**src/rtl/macarray_seq_if.sv**
```systemverilog
// Sequencer <-> datapath / SRAM / host bundle for the 4x4 MAC array.
// master = sequencer side, slave = datapath, memories and host.
interface macarray_seq_if #(
    parameter int AW     = 4,
    parameter int LANE_W = 16
);
    logic                START;
    logic [11:0]         MNT;
    logic                BUSY;
    logic                DONE;
    logic                EN_W;
    logic [AW-1:0]       ADDR_W;
    logic                EN_I;
    logic [AW-1:0]       ADDR_I;
    logic                W_LD_VALID;
    logic [1:0]          W_LD_ROW;
    logic                I_LD_VALID;
    logic [1:0]          I_LD_ROW;
    logic [3:0]          K_LEN;
    logic                CALC_START;
    logic                CALC_DONE;
    logic [1:0]          RES_SEL;
    logic [4*LANE_W-1:0] RES_ROW;
    logic                EN_O;
    logic                RW_O;
    logic [AW-1:0]       ADDR_O;
    logic [4*LANE_W-1:0] WDATA_O;
    logic [15:0]         CYC_CNT;

    modport master (
        input  START, MNT, CALC_DONE, RES_ROW,
        output BUSY, DONE, EN_W, ADDR_W, EN_I, ADDR_I,
        output W_LD_VALID, W_LD_ROW, I_LD_VALID, I_LD_ROW,
        output K_LEN, CALC_START, RES_SEL,
        output EN_O, RW_O, ADDR_O, WDATA_O, CYC_CNT
    );

    modport slave (
        output START, MNT, CALC_DONE, RES_ROW,
        input  BUSY, DONE, EN_W, ADDR_W, EN_I, ADDR_I,
        input  W_LD_VALID, W_LD_ROW, I_LD_VALID, I_LD_ROW,
        input  K_LEN, CALC_START, RES_SEL,
        input  EN_O, RW_O, ADDR_O, WDATA_O, CYC_CNT
    );
endinterface

```
**src/rtl/macarray_seq.sv**
```systemverilog
// Tile sequencer for the 4x4 MAC array: loads, computes, writes 4 tiles.
// Optional busy-cycle counter enabled by defining MACSEQ_PERF_EN.
module macarray_seq #(
    parameter int AW     = 4,
    parameter int LANE_W = 16
) (
    input logic           CLK,
    input logic           RST,
    macarray_seq_if.master bus
);
    localparam int RW = 4 * LANE_W;

    typedef enum logic [3:0] {
        S_IDLE, S_LDW, S_LDI, S_DRAIN, S_CALC,
        S_WAIT, S_WR, S_NEXT, S_DONE
    } state_t;

    state_t     state, state_nxt;
    logic       start_q;
    logic [3:0] m_q, n_q, t_q;
    logic       mt, tt;
    logic [1:0] k;
    logic       w_vld_q, i_vld_q;
    logic [1:0] w_row_q, i_row_q;
    logic       start_re, busy, w_ok, i_ok, nxt_act;
    logic [1:0] tile_nxt;

    assign start_re = bus.START & ~start_q;
    assign busy     = (state != S_IDLE) && (state != S_DONE);
    assign w_ok     = {1'b0, mt, k} < m_q;
    assign i_ok     = {1'b0, tt, k} < t_q;
    assign tile_nxt = {mt, tt} + 2'd1;
    assign nxt_act  = ({1'b0, tile_nxt[1], 2'b00} < m_q) &&
                      ({1'b0, tile_nxt[0], 2'b00} < t_q);

    assign bus.BUSY       = busy;
    assign bus.K_LEN      = n_q;
    assign bus.W_LD_VALID = w_vld_q;
    assign bus.W_LD_ROW   = w_row_q;
    assign bus.I_LD_VALID = i_vld_q;
    assign bus.I_LD_ROW   = i_row_q;

    // state register
    always_ff @(posedge CLK or posedge RST) begin
        if (RST) state <= S_IDLE;
        else     state <= state_nxt;
    end

    // next state and per-state outputs
    always_comb begin
        state_nxt      = state;
        bus.DONE       = 1'b0;
        bus.EN_W       = 1'b0;
        bus.ADDR_W     = '0;
        bus.EN_I       = 1'b0;
        bus.ADDR_I     = '0;
        bus.CALC_START = 1'b0;
        bus.RES_SEL    = 2'd0;
        bus.EN_O       = 1'b0;
        bus.RW_O       = 1'b0;
        bus.ADDR_O     = '0;
        bus.WDATA_O    = '0;
        unique case (state)
            S_IDLE: if (start_re) state_nxt = S_LDW;
            S_LDW: begin
                bus.EN_W   = w_ok;
                bus.ADDR_W = AW'({mt, k});
                if (k == 2'd3) state_nxt = S_LDI;
            end
            S_LDI: begin
                bus.EN_I   = i_ok;
                bus.ADDR_I = AW'({tt, k});
                if (k == 2'd3) state_nxt = S_DRAIN;
            end
            S_DRAIN: state_nxt = S_CALC;
            S_CALC: begin
                bus.CALC_START = 1'b1;
                state_nxt      = S_WAIT;
            end
            S_WAIT: if (bus.CALC_DONE) state_nxt = S_WR;
            S_WR: begin
                bus.EN_O    = 1'b1;
                bus.RW_O    = 1'b1;
                bus.ADDR_O  = AW'({mt, tt, k});
                bus.RES_SEL = k;
                for (int c = 0; c < 4; c++) begin
                    if (i_ok && ({1'b0, mt, c[1:0]} < m_q))
                        bus.WDATA_O[RW-1-LANE_W*c -: LANE_W] =
                            bus.RES_ROW[RW-1-LANE_W*c -: LANE_W];
                end
                if (k == 2'd3) state_nxt = S_NEXT;
            end
            S_NEXT: begin
                if ({mt, tt} == 2'b11) state_nxt = S_DONE;
                else if (nxt_act)      state_nxt = S_LDW;
                else                   state_nxt = S_WR;
            end
            S_DONE: begin
                bus.DONE  = 1'b1;
                state_nxt = S_IDLE;
            end
            default: state_nxt = S_IDLE;
        endcase
    end

    // run parameters, tile position and row counter
    always_ff @(posedge CLK or posedge RST) begin
        if (RST) begin
            start_q <= 1'b0;
            m_q     <= 4'd0;
            n_q     <= 4'd0;
            t_q     <= 4'd0;
            mt      <= 1'b0;
            tt      <= 1'b0;
            k       <= 2'd0;
        end else begin
            start_q <= bus.START;
            if (state == S_IDLE && start_re) begin
                m_q <= bus.MNT[11:8];
                n_q <= bus.MNT[7:4];
                t_q <= bus.MNT[3:0];
                mt  <= 1'b0;
                tt  <= 1'b0;
                k   <= 2'd0;
            end
            if (state inside {S_LDW, S_LDI, S_WR}) k <= k + 2'd1;
            if (state == S_NEXT) {mt, tt} <= tile_nxt;
        end
    end

    // load strobes follow the SRAM read by one cycle
    always_ff @(posedge CLK or posedge RST) begin
        if (RST) begin
            w_vld_q <= 1'b0;
            w_row_q <= 2'd0;
            i_vld_q <= 1'b0;
            i_row_q <= 2'd0;
        end else begin
            w_vld_q <= (state == S_LDW) && w_ok;
            w_row_q <= ((state == S_LDW) && w_ok) ? k : 2'd0;
            i_vld_q <= (state == S_LDI) && i_ok;
            i_row_q <= ((state == S_LDI) && i_ok) ? k : 2'd0;
        end
    end

`ifdef MACSEQ_PERF_EN
    logic [15:0] cyc_q;

    // busy-cycle counter, saturating, held between runs
    always_ff @(posedge CLK or posedge RST) begin
        if (RST)                            cyc_q <= 16'd0;
        else if (state == S_IDLE && start_re) cyc_q <= 16'd0;
        else if (busy && cyc_q != 16'hFFFF) cyc_q <= cyc_q + 16'd1;
    end

    assign bus.CYC_CNT = cyc_q;
`else
    assign bus.CYC_CNT = 16'd0;
`endif
endmodule
```
**src/flat_wrapper.sv**
```systemverilog
// flat-port wrapper written by rule: the top's interface ports become plain ports
module macarray_seq_flat 
#(
    parameter int AW     = 4,
    parameter int LANE_W = 16
)
  (CLK, RST, bus_START, bus_MNT, bus_CALC_DONE, bus_RES_ROW, bus_BUSY, bus_DONE, bus_EN_W, bus_ADDR_W, bus_EN_I, bus_ADDR_I, bus_W_LD_VALID, bus_W_LD_ROW, bus_I_LD_VALID, bus_I_LD_ROW, bus_K_LEN, bus_CALC_START, bus_RES_SEL, bus_EN_O, bus_RW_O, bus_ADDR_O, bus_WDATA_O, bus_CYC_CNT);
  macarray_seq_if #(.AW(AW), .LANE_W(LANE_W)) bus_i ();
  input logic CLK;
  input logic RST;
  input wire logic [$bits(bus_i.START)-1:0] bus_START;
  input wire logic [$bits(bus_i.MNT)-1:0] bus_MNT;
  input wire logic [$bits(bus_i.CALC_DONE)-1:0] bus_CALC_DONE;
  input wire logic [$bits(bus_i.RES_ROW)-1:0] bus_RES_ROW;
  output wire logic [$bits(bus_i.BUSY)-1:0] bus_BUSY;
  output wire logic [$bits(bus_i.DONE)-1:0] bus_DONE;
  output wire logic [$bits(bus_i.EN_W)-1:0] bus_EN_W;
  output wire logic [$bits(bus_i.ADDR_W)-1:0] bus_ADDR_W;
  output wire logic [$bits(bus_i.EN_I)-1:0] bus_EN_I;
  output wire logic [$bits(bus_i.ADDR_I)-1:0] bus_ADDR_I;
  output wire logic [$bits(bus_i.W_LD_VALID)-1:0] bus_W_LD_VALID;
  output wire logic [$bits(bus_i.W_LD_ROW)-1:0] bus_W_LD_ROW;
  output wire logic [$bits(bus_i.I_LD_VALID)-1:0] bus_I_LD_VALID;
  output wire logic [$bits(bus_i.I_LD_ROW)-1:0] bus_I_LD_ROW;
  output wire logic [$bits(bus_i.K_LEN)-1:0] bus_K_LEN;
  output wire logic [$bits(bus_i.CALC_START)-1:0] bus_CALC_START;
  output wire logic [$bits(bus_i.RES_SEL)-1:0] bus_RES_SEL;
  output wire logic [$bits(bus_i.EN_O)-1:0] bus_EN_O;
  output wire logic [$bits(bus_i.RW_O)-1:0] bus_RW_O;
  output wire logic [$bits(bus_i.ADDR_O)-1:0] bus_ADDR_O;
  output wire logic [$bits(bus_i.WDATA_O)-1:0] bus_WDATA_O;
  output wire logic [$bits(bus_i.CYC_CNT)-1:0] bus_CYC_CNT;
  assign bus_i.START = bus_START;
  assign bus_i.MNT = bus_MNT;
  assign bus_i.CALC_DONE = bus_CALC_DONE;
  assign bus_i.RES_ROW = bus_RES_ROW;
  assign bus_BUSY = bus_i.BUSY;
  assign bus_DONE = bus_i.DONE;
  assign bus_EN_W = bus_i.EN_W;
  assign bus_ADDR_W = bus_i.ADDR_W;
  assign bus_EN_I = bus_i.EN_I;
  assign bus_ADDR_I = bus_i.ADDR_I;
  assign bus_W_LD_VALID = bus_i.W_LD_VALID;
  assign bus_W_LD_ROW = bus_i.W_LD_ROW;
  assign bus_I_LD_VALID = bus_i.I_LD_VALID;
  assign bus_I_LD_ROW = bus_i.I_LD_ROW;
  assign bus_K_LEN = bus_i.K_LEN;
  assign bus_CALC_START = bus_i.CALC_START;
  assign bus_RES_SEL = bus_i.RES_SEL;
  assign bus_EN_O = bus_i.EN_O;
  assign bus_RW_O = bus_i.RW_O;
  assign bus_ADDR_O = bus_i.ADDR_O;
  assign bus_WDATA_O = bus_i.WDATA_O;
  assign bus_CYC_CNT = bus_i.CYC_CNT;
  macarray_seq #(.AW(AW), .LANE_W(LANE_W)) u_core (.CLK(CLK), .RST(RST), .bus(bus_i));
endmodule
```
**config.mk**
```make
export PLATFORM = sky130hd
export DESIGN_NAME = macarray_seq_flat
export DESIGN_NICKNAME = d
export VERILOG_FILES = /design/src/rtl/macarray_seq_if.sv /design/src/rtl/macarray_seq.sv /design/src/flat_wrapper.sv
export SDC_FILE = /design/constraint.sdc
export NUM_CORES = 1
export LEC_CHECK = 0
export CAP_MARGIN = 30
export CORE_MARGIN = 2
export CORE_UTILIZATION = 36
export CTS_CLUSTER_DIAMETER = 100
export DETAILED_ROUTE_END_ITERATION = 7
export PLACE_DENSITY = 0.95
export SLEW_MARGIN = 20
export SYNTH_ARGS = -nofsm -noshare
export SYNTH_HDL_FRONTEND = slang
export SYNTH_SLANG_ARGS = --single-unit
```
**constraint.sdc**
```tcl
create_clock -name CLK -period 3.5 [get_ports CLK]
set_input_delay 0.35 -clock CLK [delete_from_list [all_inputs] [get_ports CLK]]
set_output_delay 0.35 -clock CLK [all_outputs]
set_load 0.005 [all_outputs]
```
==> results.toml <==
[final_layout]
fin_area_um2 = 4090
finalCoreUtilization_pct = 64.0
drive_gt1_share_pct = 5.84
nets = 552
diodes = 0
syn_to_final_growth_pct = 71.2
fillCellCount = 509

[synthesis]
synth_top_cells_by_count = "nand3_1 (53), a21oi_1 (51), inv_1 (30), dfrtp_1 (27)"
async_reset_ff_share_pct = 100
synth_warnings = 0
synthFlopType = "dfrtp_1"
synth_cell_type_count = 36
syn_area_um2 = 2390
synth_edf_count = 0
ys_seq_area_share_pct = 28.3
synthCells = 313
ys_ff_latch = 27
yosysTopAreaCellShare_pct = 28.3
yosysTopAreaCell = "dfrtp_1"
synth_area_leaders = "dfrtp_1 (28%), nand3_1 (11%), a21oi_1 (11%)"
syn_area_per_cell_um2 = 7.63
synth.most_common_cell = "nand3_1"

[placed_design]
hpwl_mm = 6.65
gp_congestion = 0.832
io_buffers = 172
postPlaceCellArea_um2 = 4020

[clock_tree]
cts_tree = "built"
htreeDepth = 1
clk_pin_slew_worst_paths_ns = 0.09
postCtsHoldBufs = 0
cts-root-buf = "clkbuf_8"
ctsLongestPathBuffers = 2
cts_made_buffers = 3
clock_latency_ns = 0.28
ctsResizeCount = 0
clock_sinks = 27
cts_setup_buffers = 0

[power_and_ir_drop]
leakagePower_nw = 1.65
fin_total_pwr_w = 0.00260
peakVddDrop_mv = 0.482
powerDensity_nw_per_um2 = 636

[floorplanning]
rows = 29
io_pins = 191
core-area_um2 = 6390
start_util_pct = 37.4
die_y_um = 85.4
dieArea_um2 = 7300
die_x_um = 85.4

[worst_setup_path]
r2r-start = "u_core.tt$_DFFE_PP0P_"
crit_required_ns = 3.15
worstReg2RegEnd = "u_core.state[0]$_DFFE_PP0P_"
critical_path_arrival_ns = 2.88
r2r_cells = 6
crit_path_start_kind = "flop"
path_class = "reg -> out"
cp-end-kind = "output port"
cp_max_fo = 41
r2r_slack_ns = 1.49

[routing]
route.detailed.drc = 0
vias = 2766
wire_per_inst_um = 16.1
first_pass_iters = 4
detail-route-antenna-nets = 0
routed_wl_mm = 8.68
avgViaCountPerCell = 5.13
drt_first_iter_violations = 175

[grt]
antenna_found_initial = 0
grt_use_total_pct = 22.0
grt_pass1_wl_mm = 13.0
grt_max_degree = 68
grt_pass1_vias = 2588
overflow = 0

[timing]
max_freq_ghz = 0.310
rsz0062_at_grt = "no"
slew_violations = 0
setup_viol = 0
fin_crit_ns = 3.23
fin_setup_tns_ns = 0
hold_viol_final = 0
fin_crit_sh_pct = 92.2
slew_headroom_pct = 39.7
finalClockSkew_ns = 0.00233
worst_slew_pin_slew_ns = 0.902

[run]
drv_cap = 0

[run_status]
outcome = "finished clean"

[worst_hold_path]
hp-class = "in -> async"
==> through the flow <==
step,setup slack [ns],cells,hold slack (ns)
final,0.272,539,0.403
after floorplan,1.59,330,0.381
after global placement,0.628,532,0.488
after global routing,0.0937,539,0.461
after CTS,0.218,538,0.425
after detailed placement,0.527,534,0.498
==> area by class of cell <==
cell class / instances / area, µm² / share of cell area, %
timing repair buffer: 177 / 1780 / 43.5
multi-input combinational: 224 / 1380 / 33.7
sequential: 27 / 676 / 16.5
inverter: 30 / 113 / 2.75
tap: 77 / 96.3 / 2.36
clock buffer: 3 / 41.3 / 1.01
clock inverter: 1 / 5.00 / 0.122
==> cell usage in the layout (no fill, tap or decap), types with 3 or more instances in the layout <==
master	count
clkdlybuf4s50_1	172
nand3_1	53
a21oi_1	51
inv_1	29
dfrtp_1	27
a211oi_1	21
conb_1	18
nor2_1	12
mux2_2	12
nand2_1	9
ha_1	9
o21ai_0	5
nor4b_1	4
a21o_1	4
and2_1	4
nor2b_1	3
clkbuf_8	3
buf_4	3
==> state kept, by name (all words and copies together) (netlist names) <==
| signal | flops |
|---|---|
| u_core.bus.I_LD_ROW | 2 |
| u_core.bus.I_LD_VALID | 1 |
| u_core.bus.K_LEN | 4 |
| u_core.bus.W_LD_ROW | 2 |
| u_core.bus.W_LD_VALID | 1 |
| u_core.k | 2 |
| u_core.m_q | 4 |
| u_core.mt | 1 |
| u_core.start_q | 1 |
| u_core.state | 4 |
| u_core.t_q | 4 |
| u_core.tt | 1 |
==> critical path: stages, from the launching register on <==
cell             delay, ns
dfrtp_1               0.43
inv_1                 0.08
ha_1                  0.34
o21bai_4              0.74
buf_4                 0.40
a21oi_1               0.12
clkdlybuf4s50_1       0.48
==> layer usage <==
| metal | track usage, % | vias up | wire (µm) |
|---|---|---|---|
| met5 | 0 | - | 0 |
| met4 | 5.77 | 0 | 174 |
| met3 | 4.28 | 13 | 612 |
| met2 | 38.6 | 123 | 4490 |
| met1 | 27.6 | 1275 | 3410 |
| li1 | - | 1355 | - |
==> power by group <==
group | total (W) | internal [W] | switching (W)
combinational | 0.00184 | 0.000813 | 0.00103
clock | 0.000176 | 0.0000799 | 0.0000961
sequential | 0.000581 | 0.000438 | 0.000143
==> kinds of logic after synthesis <==
group | count (synthesis) | synth area share (%)
simple gates | 94 | 20.5
compound gates | 90 | 22.8
buf+inv | 79 | 17.5
flops | 27 | 28.3
mux | 12 | 5.66
fa+ha+maj | 9 | 4.72
other cells | 1 | 0.157
xor+xnor | 1 | 0.367
==> worst max path at each step <==
stage	start	endpoint	slack (ns)	cells after the start
floorplan	u_core.mt$_DFFE_PP0P_	bus_WDATA_O[53]	1.59	7
global placement	u_core.tt$_DFFE_PP0P_	bus_WDATA_O[45]	0.63	6
detailed placement	u_core.tt$_DFFE_PP0P_	bus_WDATA_O[46]	0.53	6
CTS	u_core.tt$_DFFE_PP0P_	bus_WDATA_O[46]	0.22	6
global route	u_core.tt$_DFFE_PP0P_	bus_WDATA_O[45]	0.09	6
finish	u_core.tt$_DFFE_PP0P_	bus_WDATA_O[46]	0.27	6
Note: power is estimated with default switching activity, not from simulation.
